**config.mk**
```make
export PLATFORM = sky130hd
export DESIGN_NAME = weight_fifo_bank_flat
export DESIGN_NICKNAME = d
export VERILOG_FILES = /design/src/rtl/weight_fifo_bank_pkg.sv /design/src/rtl/weight_fifo_bank_if.sv /design/src/rtl/weight_column_fifo.sv /design/src/rtl/weight_fifo_bank.sv /design/src/flat_wrapper.sv
export SDC_FILE = /design/constraint.sdc
export NUM_CORES = 2
export LEC_CHECK = 0
export CAP_MARGIN = 20
export CORE_ASPECT_RATIO = 0.5
export CORE_UTILIZATION = 60
export CTS_CLUSTER_DIAMETER = 200
export DETAILED_ROUTE_END_ITERATION = 7
export PLACE_DENSITY_LB_ADDON = 0.12
export SYNTH_ARGS = -nofsm -noshare
export SYNTH_HDL_FRONTEND = slang
export SYNTH_SLANG_ARGS = --single-unit
export TNS_END_PERCENT = 5
```
**constraint.sdc**
```tcl
create_clock -name clk -period 3.14 [get_ports clk]
set_clock_uncertainty 0.2 [all_clocks]
set_input_delay 0.314 -clock clk [delete_from_list [all_inputs] [get_ports clk]]
set_output_delay 0.314 -clock clk [all_outputs]
set_load 0.01 [all_outputs]
```
**src/rtl/weight_fifo_bank_pkg.sv**
```systemverilog
// Shared constants and loader state encoding for the weight FIFO bank.
package weight_fifo_bank_pkg;

    localparam int unsigned WIDTH  = 8;
    localparam int unsigned N      = 16;
    localparam int unsigned ADDR_W = 8;
    localparam int unsigned CNT_W  = $clog2(N + 1);

    typedef enum logic [1:0] {
        ST_IDLE  = 2'd0,
        ST_ISSUE = 2'd1,
        ST_FLUSH = 2'd2
    } load_state_e;

endpackage

```
**src/rtl/weight_fifo_bank_if.sv**
```systemverilog
// Weight-memory read port: the bank issues row reads, memory returns a full row a cycle later.
interface weight_fifo_bank_if
    import weight_fifo_bank_pkg::*;
#(
    parameter int unsigned COLS   = N,
    parameter int unsigned ELEM_W = WIDTH,
    parameter int unsigned AW     = ADDR_W
) ();

    logic                     mem_en;
    logic [AW-1:0]            mem_addr;
    logic [COLS*ELEM_W-1:0]   mem_rdata;

    modport master (
        output mem_en,
        output mem_addr,
        input  mem_rdata
    );

    modport slave (
        input  mem_en,
        input  mem_addr,
        output mem_rdata
    );

endinterface

```
**src/rtl/weight_column_fifo.sv**
```systemverilog
// One column of the bank: DEPTH-entry shift FIFO, head at index 0, registered head output.
module weight_column_fifo
    import weight_fifo_bank_pkg::*;
#(
    parameter int unsigned DEPTH = N,
    parameter int unsigned W     = WIDTH,
    localparam int unsigned CW   = $clog2(DEPTH + 1)
) (
    input  logic          clk,
    input  logic          reset,
    input  logic          clear,
    input  logic          push,
    input  logic [W-1:0]  push_data,
    input  logic          pop,
    output logic [W-1:0]  head,
    output logic [CW-1:0] count
);

    logic [W-1:0] store [DEPTH];

    // Push and pop never coincide: pushes happen only while loading, pops only when idle.
    always_ff @(posedge clk) begin
        if (reset) begin
            for (int i = 0; i < int'(DEPTH); i++) begin
                store[i] <= '0;
            end
            count <= '0;
            head  <= '0;
        end else begin
            if (pop) begin
                if (count != '0) begin
                    head <= store[0];
                    for (int i = 0; i < int'(DEPTH) - 1; i++) begin
                        store[i] <= store[i+1];
                    end
                    store[DEPTH-1] <= '0;
                end else begin
                    head <= '0;
                end
            end
            if (push) begin
                for (int i = 0; i < int'(DEPTH); i++) begin
                    if (count == CW'(i)) begin
                        store[i] <= push_data;
                    end
                end
            end
            if (clear) begin
                count <= '0;
            end else if (push) begin
                count <= count + CW'(1);
            end else if (pop && (count != '0)) begin
                count <= count - CW'(1);
            end
        end
    end

endmodule

```
**src/rtl/weight_fifo_bank.sv**
```systemverilog
// Loads N weight rows into N column FIFOs, then drains each column under its own enable.
module weight_fifo_bank
    import weight_fifo_bank_pkg::*;
#(
    parameter int unsigned WIDTH_P  = WIDTH,
    parameter int unsigned N_P      = N,
    parameter int unsigned ADDR_W_P = ADDR_W
) (
    input  logic                    clk,
    input  logic                    reset,
    input  logic                    load_start,
    input  logic [ADDR_W_P-1:0]     load_base,
    weight_fifo_bank_if.master      mem,
    output logic                    load_busy,
    output logic                    load_done,
    input  logic [N_P-1:0]          fifo_en,
    output logic [N_P*WIDTH_P-1:0]  weight_out,
    output logic [N_P-1:0]          col_empty,
    output logic                    full
);

    localparam int unsigned CW = $clog2(N_P + 1);

    load_state_e     state;
    logic [CW-1:0]   issue_cnt;
    logic            rd_valid;
    logic            clear_c;
    logic [N_P-1:0]  pop_c;
    logic [N_P-1:0]  col_full_c;
    logic [CW-1:0]   count [N_P];

    assign clear_c = (state == ST_IDLE) && load_start;
    assign pop_c   = (state == ST_IDLE) ? fifo_en : '0;

    // Loader: issue_cnt holds the number of reads already issued, including the current one.
    always_ff @(posedge clk) begin
        if (reset) begin
            state        <= ST_IDLE;
            issue_cnt    <= '0;
            mem.mem_en   <= 1'b0;
            mem.mem_addr <= '0;
            load_busy    <= 1'b0;
            load_done    <= 1'b0;
            rd_valid     <= 1'b0;
        end else begin
            rd_valid  <= mem.mem_en;
            load_done <= 1'b0;
            case (state)
                ST_IDLE: begin
                    if (load_start) begin
                        state        <= ST_ISSUE;
                        mem.mem_en   <= 1'b1;
                        mem.mem_addr <= load_base;
                        issue_cnt    <= CW'(1);
                        load_busy    <= 1'b1;
                    end
                end
                ST_ISSUE: begin
                    if (issue_cnt == CW'(N_P)) begin
                        state      <= ST_FLUSH;
                        mem.mem_en <= 1'b0;
                    end else begin
                        mem.mem_addr <= mem.mem_addr + ADDR_W_P'(1);
                        issue_cnt    <= issue_cnt + CW'(1);
                    end
                end
                ST_FLUSH: begin
                    state     <= ST_IDLE;
                    load_busy <= 1'b0;
                    load_done <= 1'b1;
                end
                default: begin
                    state      <= ST_IDLE;
                    mem.mem_en <= 1'b0;
                    load_busy  <= 1'b0;
                end
            endcase
        end
    end

    for (genvar c = 0; c < int'(N_P); c++) begin : g_col
        weight_column_fifo #(
            .DEPTH (N_P),
            .W     (WIDTH_P)
        ) u_col (
            .clk       (clk),
            .reset     (reset),
            .clear     (clear_c),
            .push      (rd_valid),
            .push_data (mem.mem_rdata[c*WIDTH_P +: WIDTH_P]),
            .pop       (pop_c[c]),
            .head      (weight_out[c*WIDTH_P +: WIDTH_P]),
            .count     (count[c])
        );

        assign col_empty[c]  = (count[c] == '0);
        assign col_full_c[c] = (count[c] == CW'(N_P));
    end

    assign full = &col_full_c;

endmodule

```
**src/flat_wrapper.sv**
```systemverilog
// flat-port wrapper written by rule: the top's interface ports become plain ports
module weight_fifo_bank_flat import weight_fifo_bank_pkg::*;
#(
    parameter int unsigned WIDTH_P  = WIDTH,
    parameter int unsigned N_P      = N,
    parameter int unsigned ADDR_W_P = ADDR_W
)
  (clk, reset, load_start, load_base, load_busy, load_done, fifo_en, weight_out, col_empty, full, mem_mem_en, mem_mem_addr, mem_mem_rdata);
  weight_fifo_bank_if mem_i ();
  input  logic clk;
  input  logic reset;
  input  logic load_start;
  input  logic [ADDR_W_P-1:0] load_base;
  output logic load_busy;
  output logic load_done;
  input  logic [N_P-1:0] fifo_en;
  output logic [N_P*WIDTH_P-1:0] weight_out;
  output logic [N_P-1:0] col_empty;
  output logic full;
  output wire logic [$bits(mem_i.mem_en)-1:0] mem_mem_en;
  output wire logic [$bits(mem_i.mem_addr)-1:0] mem_mem_addr;
  input wire logic [$bits(mem_i.mem_rdata)-1:0] mem_mem_rdata;
  assign mem_mem_en = mem_i.mem_en;
  assign mem_mem_addr = mem_i.mem_addr;
  assign mem_i.mem_rdata = mem_mem_rdata;
  weight_fifo_bank #(.WIDTH_P(WIDTH_P), .N_P(N_P), .ADDR_W_P(ADDR_W_P)) u_core (.clk(clk), .reset(reset), .load_start(load_start), .load_base(load_base), .mem(mem_i), .load_busy(load_busy), .load_done(load_done), .fifo_en(fifo_en), .weight_out(weight_out), .col_empty(col_empty), .full(full));
endmodule
```
After elaboration in Yosys (flattened, before gate mapping)
Memory sizes are Yosys's and may differ from the RTL's.
Index checks and enable logic that the tools add are counted.
{"block": "op_classes", "n_eq_ne": 262, "reduce_logical": 73, "n_bitwise": 514, "n_addsub": 34, "muxes": 1665}
{"op": "two-way mux 8 bit", "n": 530}
{"op": "two-way mux 1 bit", "n": 1093}
{"op": "== test 5 x 4 -> 1 bit, second input constant", "n": 128}
{"op": "bitwise OR 1 bit", "n": 512}
{"op": "== test 5 x 3 -> 1 bit, second input constant", "n": 64}
{"op": "two-way mux 5 bit", "n": 34}
{"op": "== test 5 x 2 -> 1 bit, second input constant", "n": 32}
{"op": "adder 5 x 1 -> 5 bit, second input constant", "n": 17}
{"op": "== test 5 bit, second input constant", "n": 17}
{"op": "== test 5 x 1 -> 1 bit, second input constant", "n": 16}
{"op": "zero test 5 bit", "n": 16}
{"op": "nonzero test 5 bit", "n": 16}
{"op": "subtractor 5 x 1 -> 5 bit, second input constant", "n": 16}
{"op": "nonzero test 2 bit", "n": 17}
{"op": "logical AND 1 bit", "n": 17}
{"op": "two-way mux 16 bit", "n": 1}
{"op": "one-hot mux 8 bit (2 select lines)", "n": 1}
{"op": "AND reduction 16 bit", "n": 1}
{"op": "one-hot mux 5 bit (2 select lines)", "n": 1}
{"op": "adder 8 x 1 -> 8 bit, second input constant", "n": 1}
{"op": "AND reduction 3 bit", "n": 2}
{"op": "two-way mux 2 bit", "n": 2}
{"op": "inequality test 2 bit, second input constant", "n": 2}
{"op": "one-hot mux 2 bit (2 select lines)", "n": 1}
{"op": "other kinds (9)", "n": 11}
{"block": "totals", "ram_bits": 2048, "reg_bits": 227, "elab_cells": 2603, "in_bits": 155, "output_inout_bits": 156, "n_memories": 16}
{"name": "u_core.g_col[0].u_col.store", "depth": 16, "word_bits": 8, "read_ports": 16, "rd_clocked_by_memory_dff": 0, "write_ports": 16, "line": "weight_column_fifo.sv:19", "rtl": "logic [W-1:0] store [DEPTH];"}
{"name": "u_core.g_col[10].u_col.store", "depth": 16, "word_bits": 8, "read_ports": 16, "rd_clocked_by_memory_dff": 0, "write_ports": 16, "line": "weight_column_fifo.sv:19"}
{"name": "u_core.g_col[11].u_col.store", "depth": 16, "word_bits": 8, "read_ports": 16, "rd_clocked_by_memory_dff": 0, "write_ports": 16, "line": "weight_column_fifo.sv:19"}
{"name": "u_core.g_col[12].u_col.store", "depth": 16, "word_bits": 8, "read_ports": 16, "rd_clocked_by_memory_dff": 0, "write_ports": 16, "line": "weight_column_fifo.sv:19"}
{"name": "u_core.g_col[13].u_col.store", "depth": 16, "word_bits": 8, "read_ports": 16, "rd_clocked_by_memory_dff": 0, "write_ports": 16, "line": "weight_column_fifo.sv:19"}
{"name": "u_core.g_col[14].u_col.store", "depth": 16, "word_bits": 8, "read_ports": 16, "rd_clocked_by_memory_dff": 0, "write_ports": 16, "line": "weight_column_fifo.sv:19"}
{"name": "+10 memories"}

Depth between registers and ports, before layout
{"block": "depth", "depth_word": 7, "ltp_mapped": 8}

Modules after synthesis
Synthesis repeated with hierarchy kept, for this count alone.
{"block": "hier_totals", "hier_cells": 9569, "area_unflattened_um2": 105089.5}
{"module": "weight_column_fifo (u_core.g_col[0].u_col ...)", "instances": 9, "cells_each": 584, "area_each_um2": 6472.5, "seq_area_each_um2": 4103.9}
{"module": "weight_column_fifo (u_core.g_col[13].u_col ...)", "instances": 2, "cells_each": 584, "area_each_um2": 6501.2, "seq_area_each_um2": 4103.9}
{"module": "weight_column_fifo (u_core.g_col[11].u_col ...)", "instances": 2, "cells_each": 609, "area_each_um2": 6488.7, "seq_area_each_um2": 4103.9}
{"module": "weight_column_fifo (u_core.g_col[15].u_col)", "instances": 1, "cells_each": 579, "area_each_um2": 6545.0, "seq_area_each_um2": 4103.9}
{"module": "weight_column_fifo (u_core.g_col[14].u_col)", "instances": 1, "cells_each": 586, "area_each_um2": 6503.7, "seq_area_each_um2": 4103.9}
{"module": "weight_column_fifo (u_core.g_col[1].u_col)", "instances": 1, "cells_each": 585, "area_each_um2": 6485.0, "seq_area_each_um2": 4103.9}
{"module": "weight_fifo_bank", "instances": 1, "cells_each": 177, "area_each_um2": 1323.8, "seq_area_each_um2": 380.4}

Worst setup path before layout
No wires, ideal clock.
{"block": "synth_timing", "path_type": "reg2reg", "from": "register u_core.g_col[4].u_col.count[0]", "to": "memory u_core.g_col[4].u_col.store[0][0] (netlist bit), enable pin", "stages_incl_launch_ff": 8, "t_required_ps": 2583, "synth_period_minus_slack_ps": 2708, "arrival_time_ps": 2152, "setup_slack_ps": 432, "path_cell_list": "dfxtp_1 -> inv_1 -> ha_1 -> or4b_1 -> buf_4 -> a21oi_1 -> buf_2 -> o21ai_0"}
{"item": "start, declared", "line": "weight_column_fifo.sv:16", "rtl": "output logic [CW-1:0] count"}
{"item": "start signal, assigned", "line": "weight_column_fifo.sv:51", "rtl": "count <= count + CW'(1);"}
{"item": "start signal, assigned", "line": "weight_column_fifo.sv:53", "rtl": "count <= count - CW'(1);"}
{"item": "end, declared", "line": "weight_column_fifo.sv:19"}

Worst setup path in the final report
{"block": "layout_timing", "from": "register u_core.g_col[5].u_col.count[1]", "to": "output full"}
{"block": "layout_via", "elab_chain_len": 2}
{"item": "start, declared", "line": "weight_column_fifo.sv:16"}
{"item": "start signal, assigned", "line": "weight_column_fifo.sv:51"}
{"item": "start signal, assigned", "line": "weight_column_fifo.sv:53"}
{"item": "== test 5 bit", "line": "weight_fifo_bank.sv:97", "rtl": "assign col_full_c[c] = (count[c] == CW'(N_P));"}
{"item": "AND reduction 16 bit", "line": "weight_fifo_bank.sv:100", "rtl": "assign full = &col_full_c;"}
{"item": "end, declared", "line": "flat_wrapper.sv:19", "rtl": "output logic full;"}
No other way between the ends.

==> metrics.txt <==
Critical Path RT=2630 ps; Via density=6.340; Synth Area in Adders=1.405%; mux contribution to synthesized area=2.881%; die footprint=171,000 um2; Final setup viols=1; violated checks=setup timing; CTS buffer count=199; clock buffer depth=4; clock sink count=2,275; number of buffers added on ports=310; Synth Flop Type=edfxtp_1; main combinational cell family by area after synthesis=compound AO/OA/AOI/OAI gates; Max Fclk=303.9 MHz; Rows=106; Total Routing Usage GR=27.15%; via count=66,190; DRC Markers=0; Finished Layout Cells=10,440; register area share after synthesis=65.04%; Mean Syn Cell Area=12.94 um2; Max stage delay on crit path=350 ps; worst-path fanout max=3; post-synthesis compound-gate area fraction=14.82%; critical path's slowest cell=dfxtp_4; Final Power=0.06822 W; CTS tree=yes; DP Worst Slack=-56.26 ps; worst slew pin tran=1093 ps; vias in the first global route=63,940; first-pass GRT wire length=366,000 um; final instance area=114,200 um2; synth top area cells=edfxtp_1, a22o_1, dfxtp_1, mux2i_1, nand2_1; leak pwr=43.67 nW; core area=167,500 um2; top cells by instance count after synthesis=edfxtp_1, a22o_1, nand2_1; synthesized area=101,500 um2; type of origin of the critical path=flip-flop; CP Capture Type=output pin; number of max-cap violations=0; Synth area leader=edfxtp_1; H-tree Lvls=4; Ports=311; DR iter-0 viols=6,197; Die Wd=583.8 um; max_slew headroom=26.34%; P&R area growth vs syn=12.46%; die height=292.9 um; Hold WC Path Type=input pin to flip-flop; VDD IR max=514.1 uV; status=finished with violations; worst-skew pair later-pin latency=860 ps; setup ws final=-151.1 ps; Yosys Warn Count=0; Mapped Nets=8,114; Clock Tree Root=clkbuf_16; Routed WL=235,800 um; Pwr per Cell Area=597.4 nW/um2; Synth top area share=60.57%; Netlist cell types=58; final period utilization=104.8%; pin count of the biggest net entering global routing=78; crit-path cells=inv_2 -> ha_2 -> buf_6 -> nand4_1 -> nor4_1 -> nand4_1 -> nor3_4 -> buf_6; initial core utilization=60.62%; simple-gate share of the synthesized area=12.12%; Routed WL per cell=22.59 um; Nets=8,280; gr ovfl total=0; RSZ-0062 raised after global routing=yes; Post-synth EDFFs=2,048; synthesized netlist cell count=7,845; Setup CP Type=flip-flop to output pin; gpl congestion=0.8538; final hold violations=0; clock transition at the registers of the reported paths=70 ps; fin crit period=3291 ps; XOR/XNOR Fraction of Synth Area=0.4140%; DPL Wire Length=154,200 um; Slew Limit Fails=0; Post-Route Utilization=68.17%; top-count cell post-synth=edfxtp_1; First-pass DRT Iterations=8; post-route ant nets=0; Yosys reg bits=2,275; layout cells sized above 1=10.49%; Worst EP arrival=2780 ps; ys async rst share=0%; Post-Place Cells=10,030; initial antenna violation count=11; DP Area=107,100 um2
## cell type report
| type | instances | area (um2) |
|---|---|---|
| Sequential cell | 2275 | 66110 |
| Fill cell | 11720 | 53320 |
| Multi-Input combinational cell | 4735 | 32370 |
| Timing Repair Buffer | 662 | 5953 |
| Clock buffer | 265 | 5532 |
| Tap cell | 2268 | 2838 |
| Clock inverter | 92 | 842.1 |
| Inverter | 138 | 528.0 |
| Antenna cell | 5 | 12.51 |
## through the flow
step           TNS (ps)  hold WS [ps]
2_1_floorplan         0         241.8
3_3_place_gp     -4.706         242.9
3_5_place_dp     -56.26         250.0
4_1_cts          -142.8         173.9
5_1_grt          -234.1         207.0
6_report         -151.1         204.3
## layout by cell type (no fill, tap or decap), types with 12 or more instances in the layout
cell / netlist / final
clkdlybuf4s50_1: 0 / 292
bufinv_16: 0 / 15
clkbuf_1: 366 / 39
nand3_1: 427 / 425
mux2i_1: 290 / 290
clkinv_2: 0 / 35
and2_1: 17 / 17
edfxtp_1: 2048 / 2048
clkbuf_16: 0 / 202
clkbuf_8: 0 / 24
nand2b_1: 134 / 133
dfxtp_2: 0 / 22
nor2_2: 36 / 38
and3_1: 169 / 169
or4b_4: 0 / 15
xnor2_1: 44 / 44
buf_4: 10 / 306
dlygate4sd2_1: 0 / 14
a41o_1: 12 / 12
nor2_1: 511 / 507
ha_1: 114 / 104
a22o_1: 1285 / 1285
o2bb2ai_1: 112 / 112
nand2_1: 723 / 723
nor4_1: 25 / 22
o21ai_0: 28 / 28
or3_1: 18 / 18
inv_2: 0 / 23
nand4_1: 69 / 69
and4_1: 63 / 63
and4b_1: 14 / 14
buf_12: 0 / 12
buf_6: 0 / 15
inv_1: 138 / 111
nor4_4: 41 / 42
a21oi_1: 445 / 445
dfxtp_1: 227 / 194
nor3b_1: 24 / 24
clkinv_1: 0 / 30
## state kept, by name (all words and copies together), names as in the netlist, 2 cells and up
name,cells
u_core.g_col.u_col.count,80
u_core.g_col.u_col.head,128
u_core.g_col.u_col.store,2048
u_core.mem.mem_addr,8
u_core.state,2
u_core.issue_cnt,5
## per-layer routing
metal | track usage [%] | vias up | wire length, um
li1 | - | 30410 | -
met1 | 37.10 | 32960 | 98410
met2 | 44.89 | 2443 | 113800
met3 | 5.202 | 379 | 18250
met4 | 7.060 | 8 | 5298
met5 | 0 | - | 51
## critical path, delay by kind of cell, from the launching register on
family,cells,cell delay (ps)
flops,1,350
fa+ha+maj,1,170
buf+inv,3,310
simple gates,4,1120
## final timing paths
kind                                      from                                end  slack, ps  cells past startpoint
max             u_core.g_col[5].u_col.count[1]                               full       -150                      8
min                                 fifo_en[7]      u_core.g_col[7].u_col.head[7]        200                      5
max reg2reg                    u_core.rd_valid  u_core.g_col[0].u_col.store[5][6]        300                      4
min reg2reg  u_core.g_col[4].u_col.store[0][1]      u_core.g_col[4].u_col.head[1]        260                      1
## power breakdown
group	switching, W	internal [W]
sequential	0.000984	0.0361
clock	0.0111	0.0136
combinational	0.00442	0.00210
## logic make-up (layout without fill, tap and decap cells)
kind of cell,count (synthesis),in the layout
flip-flops,2275,2275
other,0,5
buffers and inverters,835,1157
AO/OA/AOI/OAI,1923,1923
multiplexers,292,292
XOR/XNOR,48,48
adder cells (fa/ha/maj),114,114
AND/OR/NAND/NOR,2358,2358
## what timing repair did
action                     CTS  global route
hold endpoints to repair    70             0
setup buffers               31             0
pin swaps                   14             0
setup endpoints to repair   17             3
gates resized for setup    143             3
hold buffers                10             0
No activity file was read; power rests on OpenSTA's default activity.
